`config.mk`:
```
export PLATFORM = sky130hd
export DESIGN_NAME = vmul_collect
export DESIGN_NICKNAME = d
export VERILOG_FILES = /design/src/rtl/vmul_collect.sv
export SDC_FILE = /design/constraint.sdc
export NUM_CORES = 1
export LEC_CHECK = 0
export CAP_MARGIN = 20
export CORE_ASPECT_RATIO = 0.5
export CORE_MARGIN = 2
export CORE_UTILIZATION = 35
export CTS_BUF_LIST = sky130_fd_sc_hd__clkbuf_4
export CTS_CLUSTER_DIAMETER = 40
export DETAILED_ROUTE_END_ITERATION = 7
export PLACE_DENSITY_LB_ADDON = 0.1
export RECOVER_POWER = 50
export SLEW_MARGIN = 15
export SYNTH_ARGS = -nofsm -noshare
export SYNTH_HDL_FRONTEND = slang
export SYNTH_SLANG_ARGS = --single-unit
```
`constraint.sdc`:
```
create_clock -name clk -period 2.5 [get_ports clk]
set_input_delay 0.75 -clock clk [delete_from_list [all_inputs] [get_ports clk]]
set_output_delay 0.75 -clock clk [all_outputs]
set_load 0.005 [all_outputs]
```
`src/rtl/vmul_collect.sv`:
```
// Collects NUMCHUNKS narrow multiplier chunks into one full-width vector,
// tagged with the destination register and lane mask of its first chunk.
module vmul_collect #(
  parameter int LOG2WIDTH    = 5,
  parameter int NUMMULLANES  = 4,
  parameter int LOG2NUMLANES = 4,
  parameter int REGIDWIDTH   = 4
) (
  input  logic                                         clk,
  input  logic                                         resetn,
  input  logic                                         in_valid,
  output logic                                         in_ready,
  input  logic                                         in_first,
  input  logic [NUMMULLANES*(2**LOG2WIDTH)-1:0]        in_data,
  input  logic [REGIDWIDTH-1:0]                        in_dst,
  input  logic                                         in_dst_we,
  input  logic [(2**LOG2NUMLANES)-1:0]                 in_mask,
  output logic                                         out_valid,
  input  logic                                         out_ready,
  output logic [(2**LOG2NUMLANES)*(2**LOG2WIDTH)-1:0]  out_data,
  output logic [REGIDWIDTH-1:0]                        out_dst,
  output logic                                         out_dst_we,
  output logic [(2**LOG2NUMLANES)-1:0]                 out_dst_mask,
  output logic                                         busy,
  output logic                                         err
);

  localparam int WIDTH     = 2**LOG2WIDTH;
  localparam int NUMLANES  = 2**LOG2NUMLANES;
  localparam int NUMCHUNKS = NUMLANES / NUMMULLANES;
  localparam int CHUNK_W   = NUMMULLANES * WIDTH;
  localparam int VEC_W     = NUMLANES * WIDTH;
  localparam int CNT_W     = (NUMCHUNKS > 1) ? $clog2(NUMCHUNKS) : 1;

  typedef enum logic [1:0] {
    IDLE    = 2'd0,
    COLLECT = 2'd1,
    FULL    = 2'd2
  } state_t;

  function automatic logic [VEC_W-1:0] mask_lanes(input logic [VEC_W-1:0]    data,
                                                  input logic [NUMLANES-1:0] mask);
    logic [VEC_W-1:0] res;
    res = '0;
    for (int l = 0; l < NUMLANES; l++)
      res[l*WIDTH +: WIDTH] = mask[l] ? data[l*WIDTH +: WIDTH] : '0;
    return res;
  endfunction

  state_t             state, state_nxt;
  logic [CNT_W-1:0]   cnt, cnt_nxt;
  logic               acc, take, start, wr_en, err_nxt;
  logic [CNT_W-1:0]   wr_chunk;

  logic [VEC_W-1:0]      lanes_p0;
  logic [REGIDWIDTH-1:0] dst_p0;
  logic                  we_p0;
  logic [NUMLANES-1:0]   mask_p0;

  // FULL only accepts a chunk in the same cycle the held vector is taken.
  assign in_ready = (state != FULL) | out_ready;
  assign acc      = in_valid & in_ready;
  assign take     = out_valid & out_ready;

  always_comb begin
    state_nxt = state;
    cnt_nxt   = cnt;
    start     = 1'b0;
    wr_en     = 1'b0;
    wr_chunk  = cnt;
    err_nxt   = 1'b0;
    case (state)
      IDLE: begin
        if (acc) begin
          if (in_first) start   = 1'b1;
          else          err_nxt = 1'b1;
        end
      end
      COLLECT: begin
        if (acc) begin
          if (in_first) begin
            start   = 1'b1;
            err_nxt = 1'b1;
          end else begin
            wr_en = 1'b1;
            if (cnt == CNT_W'(NUMCHUNKS - 1)) begin
              state_nxt = FULL;
              cnt_nxt   = '0;
            end else begin
              cnt_nxt = cnt + CNT_W'(1);
            end
          end
        end
      end
      FULL: begin
        if (take) begin
          state_nxt = IDLE;
          if (acc) begin
            if (in_first) start   = 1'b1;
            else          err_nxt = 1'b1;
          end
        end
      end
      default: state_nxt = IDLE;
    endcase
    if (start) begin
      wr_en    = 1'b1;
      wr_chunk = '0;
      if (NUMCHUNKS == 1) begin
        state_nxt = FULL;
        cnt_nxt   = '0;
      end else begin
        state_nxt = COLLECT;
        cnt_nxt   = CNT_W'(1);
      end
    end
  end

  always_ff @(posedge clk or negedge resetn) begin
    if (!resetn) begin
      state     <= IDLE;
      cnt       <= '0;
      out_valid <= 1'b0;
      busy      <= 1'b0;
      err       <= 1'b0;
    end else begin
      state     <= state_nxt;
      cnt       <= cnt_nxt;
      out_valid <= (state_nxt == FULL);
      busy      <= (state_nxt != IDLE);
      err       <= err_nxt;
    end
  end

  // Stage p0: lane buffer and vector tags; never written while FULL is stalled.
  always_ff @(posedge clk or negedge resetn) begin
    if (!resetn) begin
      lanes_p0 <= '0;
      dst_p0   <= '0;
      we_p0    <= 1'b0;
      mask_p0  <= '0;
    end else begin
      if (wr_en) begin
        for (int c = 0; c < NUMCHUNKS; c++)
          if (wr_chunk == CNT_W'(c))
            lanes_p0[c*CHUNK_W +: CHUNK_W] <= in_data;
      end
      if (start) begin
        dst_p0  <= in_dst;
        we_p0   <= in_dst_we;
        mask_p0 <= in_mask;
      end
    end
  end

  assign out_data     = mask_lanes(lanes_p0, mask_p0);
  assign out_dst      = dst_p0;
  assign out_dst_we   = we_p0;
  assign out_dst_mask = mask_p0;

endmodule
```
==> flow_summary_export.csv <==
group,metric,value,unit
route,viasPerCell,4.75,
timing,slew_headroom,-14.2,%
place,gp_congestion,0.802,
yosys,synth.yosys.seq_area_share,57.2,%
floorplan,pin_count,691,
critical_path,critical_path_class,"register to output port",
critical_path,required,1.75,ns
yosys,ys_ff_latch,540,
floorplan,die_w,371,um
grt,grt.overflow.total,0,
route,via_count,17900,
route,antenna_left,0,
route,wl_per_cell,23.4,um
critical_path,crit_path_max_fanout,7,
clocking,clk_path_buf_depth,3,
place,dp_hpwl,53600,um
cells_and_area,layout-drive-gt1-share,71.9,%
critical_path,endpoint,"out_data[254]",
pwr,p_leak,18.6,nW
grt,grt_max_degree,59,
route,routed_wl,88100,um
timing,final_max_slew_viol_count,52,
pwr,ir_worst_vdd,0.463,mV
grt,grt_pass1_vias,18400,
yosys,ys_types,26,
hold_path,min_path_type,"input pin to register",
clocking,cts_buffers,135,
critical_path,endpoint_kind,"output port",
job,cap_violations,1,
grt,track_usage,24.6,%
timing,setup_viol,506,
grt,grt_pass1_wl,125000,um
critical_path,start_kind,"register",
status,status,"finished, violations left",
pwr,power_density,1090,nW/um2
cells_and_area,fillers,5647,
cells_and_area,regArea,13500,um2
timing,period_needed,2.89,ns
route,dr.pass1.iters,4,
clocking,clkSlewWorstSetupHoldPaths,0.07,ns
critical_path,rr_endpoint,"lanes_p0[231]",
yosys,synth_nets,1875,
status,violations,"capacitance limit, slew limit, setup timing",
yosys,synth_area,23600,um2
timing,finalCritPeriodShare,116,%
timing,setup_tns,-82.64,ns
yosys,ys_warn_count,0,
floorplan,die_h,188,um
route,drt_iter0_drc,710,
timing,rsz0062_at_grt,"true",
timing,worst_slack,-0.395,ns
timing,max_freq,345,MHz
clocking,cts_num_sinks,540,
cells_and_area,nets,2945,
cells_and_area,multiInputGateArea,10500,um2
critical_path,worstReg2RegStart,"state[1]",
hold_path,hold_start,"in_mask[4]",
place,port_buffers,690,
pwr,total_power,41.9,mW
cells_and_area,area_growth,62.9,%
clocking,h-tree-depth,4,
critical_path,cp.arrival,2.14,ns
floorplan,row_count,67,
floorplan,dieArea,69700,um2
yosys,syn_inst,1720,
timing,worst_slew_pin_slew,1.71,ns
clocking,cts_tree,"built",
yosys,synth.avg_cell_area,13.7,um2
clocking,clock_latency,0.90,ns
critical_path,crit_start,"out_dst_mask[7]",
timing,hold_viol,0,
timing,whs,0.459,ns
critical_path,r2r.worst_path.cells,8,
grt,antenna_found_initial,8,
floorplan,initial_utilization,35.3,%
route,drc_errors,0,
timing,fin_skew,0.0335,ns
floorplan,core,66800,um2
critical_path,ff2ff_setup_slack,0.16,ns
clocking,cts-root-buf,"clkbuf_4",
## report_power, final
group | switching, mW | internal [mW]
registers | 1.97 | 12.5
clock network | 3.70 | 3.85
logic | 6.78 | 13.1
total | 12.4 | 29.5
## timing repair
| action | in CTS | in global routing |
|---|---|---|
| hold endpoints to repair | 27 | 0 |
| buffers inserted | 158 | 82 |
| hold buffers | 1 | 0 |
| setup endpoints to repair | 537 | 537 |
| pin swaps | 0 | 2 |
| cloned | 29 | 12 |
| resized for setup | 2010 | 1031 |
## state kept, by name, summed over array words and instances, names as in the netlist
signal        count
busy              1
out_dst_we        1
err               1
out_dst           4
cnt               2
lanes_p0        512
state             2
out_dst_mask     16
out_valid         1
## metal layers
layer	GRT usage, %	wire length (um)
met1	29.6	35700
met2	44.0	46700
met3	4.70	2910
met4	7.79	2890
met5	0	0
## area by class of cell
class	count	area share, %
inverters	1	0.00976
well taps	897	2.92
clock buffers	183	3.57
repair buffers	1039	30.2
diodes	8	0.0521
flip-flops and latches	540	35.2
multi-input cells	1073	27.4
clock inverters	22	0.566
## metrics by stage
stage	worst slack [ns]	instance area, um2	std cells	util, %
5_1_grt	-0.529	38400	3763	57.5
3_3_place_gp	-0.275	32400	3306	48.6
3_5_place_dp	-0.235	32400	3306	48.6
4_1_cts	-0.515	36600	3697	54.8
6_report	-0.395	38400	3763	57.5
2_1_floorplan	0.417	23600	1720	-
## kinds of logic (layout without fill, tap and decap cells)
kind of cell / after synthesis / in the layout / synth area share [%]
DFF: 540 / 540 / 57.2
muxes: 533 / 533 / 25.4
and+or+nand+nor: 531 / 531 / 14.1
buffers and inverters: 107 / 1245 / 2.93
AOI/OAI and AO/OA: 8 / 8 / 0.239
adders and majority gates: 1 / 1 / 0.0530
other: 0 / 8 / 0
## worst max-delay path, cell delays in order, from the launching register on
cell       delay, ns
dfrtp_2         0.50
buf_6           0.15
buf_6           0.10
clkbuf_16       0.15
buf_8           0.13
and2_4          0.13
buf_6           0.11
## cells in the mapped netlist
cell        n  area share, %
mux2_1      5           0.24
inv_1       1          0.016
nand2b_1    1          0.027
and2_1    513             14
or3_1       1          0.027
buf_2      15           0.32
clkbuf_1   49           0.78
or2_2       1          0.027
nand2b_4    1          0.058
nand3b_1    5           0.16
a21oi_2     1          0.037
dfrtp_1   540             57
nand2_1     6          0.095
buf_6      30            1.4
o31a_1      1          0.037
ha_1        1          0.053
nor2_1      1          0.016
a21oi_1     1          0.021
o21ai_0     2          0.042
buf_4      12           0.38
nor3b_4     1          0.080
a31o_2      1          0.037
mux2_2    528             25
a21o_1      1          0.032
nand3_1     1          0.021
a211oi_1    1          0.032
## how the worst min path moves through the flow
stage | endpoint | slack, ns | cells past startpoint
after floorplan | busy | 0.45 | 0
after global placement | lanes_p0[382] | 0.47 | 1
after detailed placement | lanes_p0[382] | 0.48 | 1
after CTS | out_dst_mask[4] | 0.36 | 2
after global routing | out_dst[2] | 0.37 | 2
final | out_dst_mask[4] | 0.46 | 2
## cell usage in the layout (no fill, tap or decap), types with 17 or more instances in the layout
cell	instances
and2_1	62
and2_4	451
buf_12	79
buf_4	57
buf_6	524
buf_8	33
clkbuf_2	110
clkbuf_4	193
clkdlybuf4s50_1	153
dfrtp_1	523
dfrtp_2	17
dlymetal6s2s_1	24
mux2_2	528
Power figures use the tool's default switching activity.
